[config.mk]
export PLATFORM = sky130hd
export DESIGN_NAME = noc_turn_arbiter_flat
export DESIGN_NICKNAME = d
export VERILOG_FILES = /design/src/rtl/noc_turn_arbiter_pkg.sv /design/src/rtl/noc_turn_arbiter_if.sv /design/src/rtl/noc_turn_arbiter_xy_decode.sv /design/src/rtl/noc_turn_arbiter.sv /design/src/flat_wrapper.sv
export SDC_FILE = /design/constraint.sdc
export NUM_CORES = 1
export LEC_CHECK = 0
export ABC_AREA = 1
export CORE_UTILIZATION = 33
export CTS_CLUSTER_SIZE = 30
export DETAILED_ROUTE_END_ITERATION = 8
export PLACE_DENSITY_LB_ADDON = 0.3
export SYNTH_ARGS = -nofsm -noshare
export SYNTH_HDL_FRONTEND = slang
export SYNTH_SLANG_ARGS = --single-unit
[constraint.sdc]
create_clock -name clk -period 1.12 [get_ports clk]
set_input_delay 0.224 -clock clk [delete_from_list [all_inputs] [get_ports clk]]
set_output_delay 0.224 -clock clk [all_outputs]
set_load 0.02 [all_outputs]
[src/rtl/noc_turn_arbiter_pkg.sv]
// Shared port indices, turn encodings, legal-owner masks and rotation helpers for the turn arbiter.
package noc_turn_arbiter_pkg;

  typedef enum logic [2:0] {
    P_L = 3'd0,
    P_W = 3'd1,
    P_E = 3'd2,
    P_S = 3'd3,
    P_N = 3'd4
  } port_e;

  localparam logic [4:0] TURN_N = 5'b10000;
  localparam logic [4:0] TURN_S = 5'b01000;
  localparam logic [4:0] TURN_E = 5'b00100;
  localparam logic [4:0] TURN_W = 5'b00010;
  localparam logic [4:0] TURN_L = 5'b00001;

  // Indexed by output port; bit i set means input i may own that output under Y-first routing.
  localparam logic [4:0][4:0] LEGAL_MASK = {
    TURN_S | TURN_L,                   // N out
    TURN_N | TURN_L,                   // S out
    TURN_N | TURN_S | TURN_W | TURN_L, // E out
    TURN_N | TURN_S | TURN_E | TURN_L, // W out
    TURN_N | TURN_S | TURN_E | TURN_W  // L out
  };

  localparam logic [4:0][4:0] RESET_TURN = {TURN_S, TURN_N, TURN_N, TURN_N, TURN_N};

  function automatic logic [4:0] rot_next(input logic [4:0] t);
    return {t[0], t[4:1]};
  endfunction

  function automatic logic [4:0] next_legal(input logic [4:0] t, input logic [4:0] mask);
    logic [4:0] c;
    logic       done;
    c          = t;
    done       = 1'b0;
    next_legal = t;
    for (int i = 0; i < 4; i++) begin
      c = rot_next(c);
      if (!done && ((c & mask) != 5'b0)) begin
        next_legal = c;
        done       = 1'b1;
      end
    end
  endfunction

  // Returns {found, target}: first candidate after t in rotation order.
  function automatic logic [5:0] next_req(input logic [4:0] t, input logic [4:0] cand);
    logic [4:0] c;
    next_req = 6'b0;
    c        = t;
    for (int i = 0; i < 4; i++) begin
      c = rot_next(c);
      if (!next_req[5] && ((c & cand) != 5'b0)) next_req = {1'b1, c};
    end
  endfunction

endpackage

[src/rtl/noc_turn_arbiter_if.sv]
// Router-side signal bundle for the turn arbiter: per-port flit headers, valids, full/enable, turns.
interface noc_turn_arbiter_if;
  logic [7:0] N_data_i, S_data_i, E_data_i, W_data_i, L_data_i;
  logic       N_valid_i, S_valid_i, E_valid_i, W_valid_i, L_valid_i;
  logic       N_port_full, S_port_full, E_port_full, W_port_full, L_port_full;
  logic       N_port_enable, S_port_enable, E_port_enable, W_port_enable, L_port_enable;
  logic [4:0] N_turn, S_turn, E_turn, W_turn, L_turn;

  modport master (
    output N_data_i, S_data_i, E_data_i, W_data_i, L_data_i,
    output N_valid_i, S_valid_i, E_valid_i, W_valid_i, L_valid_i,
    output N_port_full, S_port_full, E_port_full, W_port_full, L_port_full,
    output N_port_enable, S_port_enable, E_port_enable, W_port_enable, L_port_enable,
    input  N_turn, S_turn, E_turn, W_turn, L_turn
  );

  modport slave (
    input  N_data_i, S_data_i, E_data_i, W_data_i, L_data_i,
    input  N_valid_i, S_valid_i, E_valid_i, W_valid_i, L_valid_i,
    input  N_port_full, S_port_full, E_port_full, W_port_full, L_port_full,
    input  N_port_enable, S_port_enable, E_port_enable, W_port_enable, L_port_enable,
    output N_turn, S_turn, E_turn, W_turn, L_turn
  );
endinterface

[src/rtl/noc_turn_arbiter_xy_decode.sv]
// Y-first XY route decode of one input's head flit into a one-hot requested-output vector.
module noc_turn_arbiter_xy_decode
  import noc_turn_arbiter_pkg::*;
#(
  parameter logic [3:0] XCOORD = 4'd0,
  parameter logic [3:0] YCOORD = 4'd0
) (
  input  logic [7:0] data_i,
  input  logic       valid_i,
  output logic [4:0] req_o
);

  logic [3:0] dest_x, dest_y;

  assign dest_x = data_i[7:4];
  assign dest_y = data_i[3:0];

  always_comb begin
    req_o = 5'b0;
    if (valid_i) begin
      if (dest_y > YCOORD)      req_o = TURN_S;
      else if (dest_y < YCOORD) req_o = TURN_N;
      else if (dest_x > XCOORD) req_o = TURN_E;
      else if (dest_x < XCOORD) req_o = TURN_W;
      else                      req_o = TURN_L;
    end
  end

endmodule

[src/rtl/noc_turn_arbiter.sv]
// Per-router round-robin owner of the five output turn vectors.
// Optional TURN_SKIP_EN: advance directly to the next requesting legal input.
module noc_turn_arbiter
  import noc_turn_arbiter_pkg::*;
#(
  parameter logic [3:0] XCOORD = 4'd0,
  parameter logic [3:0] YCOORD = 4'd0
) (
  input logic               clk,
  input logic               rst,
  noc_turn_arbiter_if.slave bus
);

  logic [4:0][7:0] data;
  logic [4:0]      valid, full, enable;
  logic [4:0][4:0] req;      // req[input] = requested outputs
  logic [4:0][4:0] out_req;  // out_req[output] = requesting inputs
  logic [4:0][4:0] turn;

  assign data   = {bus.N_data_i, bus.S_data_i, bus.E_data_i, bus.W_data_i, bus.L_data_i};
  assign valid  = {bus.N_valid_i, bus.S_valid_i, bus.E_valid_i, bus.W_valid_i, bus.L_valid_i};
  assign full   = {bus.N_port_full, bus.S_port_full, bus.E_port_full, bus.W_port_full,
                   bus.L_port_full};
  assign enable = {bus.N_port_enable, bus.S_port_enable, bus.E_port_enable, bus.W_port_enable,
                   bus.L_port_enable};

  for (genvar i = 0; i < 5; i++) begin : g_dec
    noc_turn_arbiter_xy_decode #(
      .XCOORD(XCOORD),
      .YCOORD(YCOORD)
    ) u_dec (
      .data_i (data[i]),
      .valid_i(valid[i]),
      .req_o  (req[i])
    );
  end

  always_comb begin
    out_req = '0;
    for (int o = 0; o < 5; o++) begin
      for (int i = 0; i < 5; i++) out_req[o][i] = req[i][o];
    end
  end

  for (genvar o = 0; o < 5; o++) begin : g_turn
    localparam logic [4:0] Mask = LEGAL_MASK[o];

    logic [4:0] turn_q, turn_d;
    logic       owner_req;
    logic [4:0] cand;

    assign owner_req = |(turn_q & out_req[o] & Mask);
    assign cand      = out_req[o] & Mask & ~turn_q;

`ifdef TURN_SKIP_EN
    logic [5:0] skip;
    assign skip = next_req(turn_q, cand);

    always_comb begin
      turn_d = turn_q;
      if (enable[o])                              turn_d = skip[5] ? skip[4:0]
                                                                   : next_legal(turn_q, Mask);
      else if (owner_req && (full[o] || !enable[o])) turn_d = turn_q;
      else if (skip[5])                           turn_d = skip[4:0];
    end
`else
    logic unused_cand;
    assign unused_cand = ^cand;

    always_comb begin
      turn_d = turn_q;
      if (enable[o])                                 turn_d = next_legal(turn_q, Mask);
      else if (owner_req && (full[o] || !enable[o])) turn_d = turn_q;
      else                                           turn_d = next_legal(turn_q, Mask);
    end
`endif

    always_ff @(posedge clk) begin
      if (rst) turn_q <= RESET_TURN[o];
      else     turn_q <= turn_d;
    end

    assign turn[o] = turn_q;
  end

  assign bus.N_turn = turn[P_N];
  assign bus.S_turn = turn[P_S];
  assign bus.E_turn = turn[P_E];
  assign bus.W_turn = turn[P_W];
  assign bus.L_turn = turn[P_L];

endmodule
[src/flat_wrapper.sv]
// flat-port wrapper written by rule: the top's interface ports become plain ports
module noc_turn_arbiter_flat import noc_turn_arbiter_pkg::*;
#(
  parameter logic [3:0] XCOORD = 4'd0,
  parameter logic [3:0] YCOORD = 4'd0
)
  (clk, rst, bus_N_data_i, bus_S_data_i, bus_E_data_i, bus_W_data_i, bus_L_data_i, bus_N_valid_i, bus_S_valid_i, bus_E_valid_i, bus_W_valid_i, bus_L_valid_i, bus_N_port_full, bus_S_port_full, bus_E_port_full, bus_W_port_full, bus_L_port_full, bus_N_port_enable, bus_S_port_enable, bus_E_port_enable, bus_W_port_enable, bus_L_port_enable, bus_N_turn, bus_S_turn, bus_E_turn, bus_W_turn, bus_L_turn);
  noc_turn_arbiter_if bus_i ();
  input logic clk;
  input logic rst;
  input wire logic [$bits(bus_i.N_data_i)-1:0] bus_N_data_i;
  input wire logic [$bits(bus_i.S_data_i)-1:0] bus_S_data_i;
  input wire logic [$bits(bus_i.E_data_i)-1:0] bus_E_data_i;
  input wire logic [$bits(bus_i.W_data_i)-1:0] bus_W_data_i;
  input wire logic [$bits(bus_i.L_data_i)-1:0] bus_L_data_i;
  input wire logic [$bits(bus_i.N_valid_i)-1:0] bus_N_valid_i;
  input wire logic [$bits(bus_i.S_valid_i)-1:0] bus_S_valid_i;
  input wire logic [$bits(bus_i.E_valid_i)-1:0] bus_E_valid_i;
  input wire logic [$bits(bus_i.W_valid_i)-1:0] bus_W_valid_i;
  input wire logic [$bits(bus_i.L_valid_i)-1:0] bus_L_valid_i;
  input wire logic [$bits(bus_i.N_port_full)-1:0] bus_N_port_full;
  input wire logic [$bits(bus_i.S_port_full)-1:0] bus_S_port_full;
  input wire logic [$bits(bus_i.E_port_full)-1:0] bus_E_port_full;
  input wire logic [$bits(bus_i.W_port_full)-1:0] bus_W_port_full;
  input wire logic [$bits(bus_i.L_port_full)-1:0] bus_L_port_full;
  input wire logic [$bits(bus_i.N_port_enable)-1:0] bus_N_port_enable;
  input wire logic [$bits(bus_i.S_port_enable)-1:0] bus_S_port_enable;
  input wire logic [$bits(bus_i.E_port_enable)-1:0] bus_E_port_enable;
  input wire logic [$bits(bus_i.W_port_enable)-1:0] bus_W_port_enable;
  input wire logic [$bits(bus_i.L_port_enable)-1:0] bus_L_port_enable;
  output wire logic [$bits(bus_i.N_turn)-1:0] bus_N_turn;
  output wire logic [$bits(bus_i.S_turn)-1:0] bus_S_turn;
  output wire logic [$bits(bus_i.E_turn)-1:0] bus_E_turn;
  output wire logic [$bits(bus_i.W_turn)-1:0] bus_W_turn;
  output wire logic [$bits(bus_i.L_turn)-1:0] bus_L_turn;
  assign bus_i.N_data_i = bus_N_data_i;
  assign bus_i.S_data_i = bus_S_data_i;
  assign bus_i.E_data_i = bus_E_data_i;
  assign bus_i.W_data_i = bus_W_data_i;
  assign bus_i.L_data_i = bus_L_data_i;
  assign bus_i.N_valid_i = bus_N_valid_i;
  assign bus_i.S_valid_i = bus_S_valid_i;
  assign bus_i.E_valid_i = bus_E_valid_i;
  assign bus_i.W_valid_i = bus_W_valid_i;
  assign bus_i.L_valid_i = bus_L_valid_i;
  assign bus_i.N_port_full = bus_N_port_full;
  assign bus_i.S_port_full = bus_S_port_full;
  assign bus_i.E_port_full = bus_E_port_full;
  assign bus_i.W_port_full = bus_W_port_full;
  assign bus_i.L_port_full = bus_L_port_full;
  assign bus_i.N_port_enable = bus_N_port_enable;
  assign bus_i.S_port_enable = bus_S_port_enable;
  assign bus_i.E_port_enable = bus_E_port_enable;
  assign bus_i.W_port_enable = bus_W_port_enable;
  assign bus_i.L_port_enable = bus_L_port_enable;
  assign bus_N_turn = bus_i.N_turn;
  assign bus_S_turn = bus_i.S_turn;
  assign bus_E_turn = bus_i.E_turn;
  assign bus_W_turn = bus_i.W_turn;
  assign bus_L_turn = bus_i.L_turn;
  noc_turn_arbiter #(.XCOORD(XCOORD), .YCOORD(YCOORD)) u_core (.clk(clk), .rst(rst), .bus(bus_i));
endmodule
==> flow_summary.toml <==
[place]
globalplace.congestion = 0.812
hpwl_mm = 3.09
place_ws_ps = -487
place_inst = 354
placed_area_um2 = 2380
io_buffers = 74

[logic_synthesis]
yosys_warnings = 0
synth_top_area_cell = "dfxtp_1"
synthCells = 203
synth.top_cell.area_share_pct = 37.9
synthFlopType = "dfxtp_1"
synth_commonest_cells = "42 x nor2_1, 39 x nand2_1, 27 x inv_1"
synth-seq-cells = 25
synth_most_common_cell = "nor2_1"
synth_seq_area_share_pct = 37.9
ys_types = 23
syn_area_um2 = 1320
synth.avg_cell_area_um2 = 6.51
syn-num-nets = 260
synthArstFlopShare_pct = 0
synth_top_cells_by_area = "dfxtp_1 38%, nor2_1 12%, nand2_1 11%, inv_1 7.7%, nand3_1 7.2%"
synth_edf_count = 0

[pwr]
vdd_drop_max_mv = 0.939
p_per_area_nw_per_um2 = 1400
leakagePower_nw = 1.27

[global_routing]
antenna_found_initial = 0
gr-total-overflow = 0
grtUsageTotal_pct = 18.6
grt_pass1_wl_mm = 6.21
grt_max_degree = 15
grt_pass1_vias = 1470

[route]
vias_per_cell = 4.59
vias = 1665
routed_wl_mm = 4.23
ant_nets = 0
wl_per_cell_um = 11.6
remaining_drc_errors = 0
drt-initial-drc-count = 42
detail_route.first_pass.iterations = 5

[die]
coreArea_um2 = 3740
die_w_um = 65.3
num_rows = 22
dieArea_um2 = 4260
io_pins = 82
initial_core_util_pct = 35.3
die_h_um = 65.3

[worst_setup_path]
cp_data_required_time_ps = 1320
critical_path_class = "reg2reg"
end_kind = "register"
start_kind = "register"
arrival_ps = 1460
worstPathMaxFanout = 6

[cts]
insertion_delay_ps = 270
cts_buffer_depth = 2
clock-sinks = 25
htreeDepth = 1
cts.reportedPaths.clkPinSlew_ps = 90
hold_buffers = 0
cts_buffers = 3
cts_tree = "built"
root_buffer = "clkbuf_8"

[final_layout]
fill_cells = 367
fin_cells = 363
num-nets-final = 373
regArea_um2 = 532
final_area_um2 = 2520
diodes = 0
area_delta_synth_final_pct = 91.0
drive_above_1_share_pct = 42.2
multi_input_area_um2 = 892

[timing]
period_needed_ps = 1260
slew_headroom_pct = 80.3
worst_pin_slew_ps = 293
max_freq_ghz = 0.796
final_hold_viol_count = 0
rsz0062_at_grt = "true"
finalMaxSlewViolations = 0
skew_ps = 4.88
fin_ws_ps = -136
post-route-period-util_pct = 112
setup_viol = 11

[run]
maxCapViolCount = 0

[run_status]
violations = "negative setup slack"
status = "finished with violations"

[min_path]
hold_path.class = "in2reg"
## cell families (layout without fill, tap and decap cells)
kind of cell | count (synthesis) | in the layout | share of synthesized area, %
and+or+nand+nor | 125 | 125 | 44.0
buffers and inverters | 31 | 143 | 8.81
AOI/OAI and AO/OA | 22 | 22 | 9.28
DFF | 25 | 25 | 37.9
## layout by cell type, fill, tap and decap left out, drive strengths merged, types with 5 or more instances in the layout
master         instances
nand2                 47
clkdlybuf4s50          7
a21oi                 16
dfxtp                 25
inv                   27
dlymetal6s2s           5
nand3                 20
dlygate4sd2           37
buf                   59
nor2                  47
## worst max-delay path, stage by stage, from the launching register on
cell and delay [ps]:
dfxtp_2 360, nand2_1 50, inv_1 40, nand3_1 50, nor2_1 130, nor2_1 70
nand2_2 80, nand2_4 80, nand2_4 110, nand2_2 70, a21oi_2 130
## where the power goes
group          internal [mW]  switching (mW)
clock network          0.249           0.285
logic                  0.837           0.930
registers               1.08           0.153
## per-stage QoR
| step | util, % | setup TNS (ps) | hold slack [ps] | total power, mW |
|---|---|---|---|---|
| 3_5_place_dp | 63.6 | -7510 | 466 | 2.87 |
| 5_1_grt | 67.4 | -2050 | 336 | 3.77 |
| 4_1_cts | 65.6 | -1190 | 480 | 3.41 |
| 3_3_place_gp | 63.6 | -7190 | 465 | 2.85 |
| 6_report | 67.4 | -1050 | 328 | 3.53 |
| 2_1_floorplan | - | -36.3 | 449 | 2.03 |
## flip-flops by register name, indices dropped and copies added (netlist names)
name and count:
u_core.bus.W_turn 5, u_core.bus.E_turn 5, u_core.bus.L_turn 5, u_core.bus.S_turn 5, u_core.bus.N_turn 5
## area by class of cell
class                   count  area share (%)
well taps                  48            2.38
clock buffers               3            1.64
multi-input cells         147            35.3
clock inverters             1           0.198
flip-flops and latches     25            21.1
inverters                  29            4.41
repair buffers            110            35.0
## routing by layer
layer	track usage (%)	vias to the layer above	part of all wire [%]
met3	3.47	4	9.5
li1	-	867	-
met4	6.52	0	1.1
met5	0	-	0
met1	22.1	725	43
met2	33.0	69	46
## final timing paths
check / end / slack, ps / cells past startpoint / start
worst min register to register: u_core.bus.L_turn[0] / 500 / 2 / u_core.bus.L_turn[0]
worst min-delay path: u_core.bus.N_turn[1] / 330 / 2 / rst
worst max-delay path: u_core.bus.L_turn[3] / -140 / 10 / u_core.bus.L_turn[3]
worst max register to register: u_core.bus.L_turn[3] / -140 / 10 / u_core.bus.L_turn[3]
## what timing repair did
action | in CTS | in global routing
setup endpoints to repair | 41 | 38
pin swaps | 43 | 26
gates resized for setup | 137 | 64
buffers inserted | 2 | 3
Power figures use the tool's default switching activity.
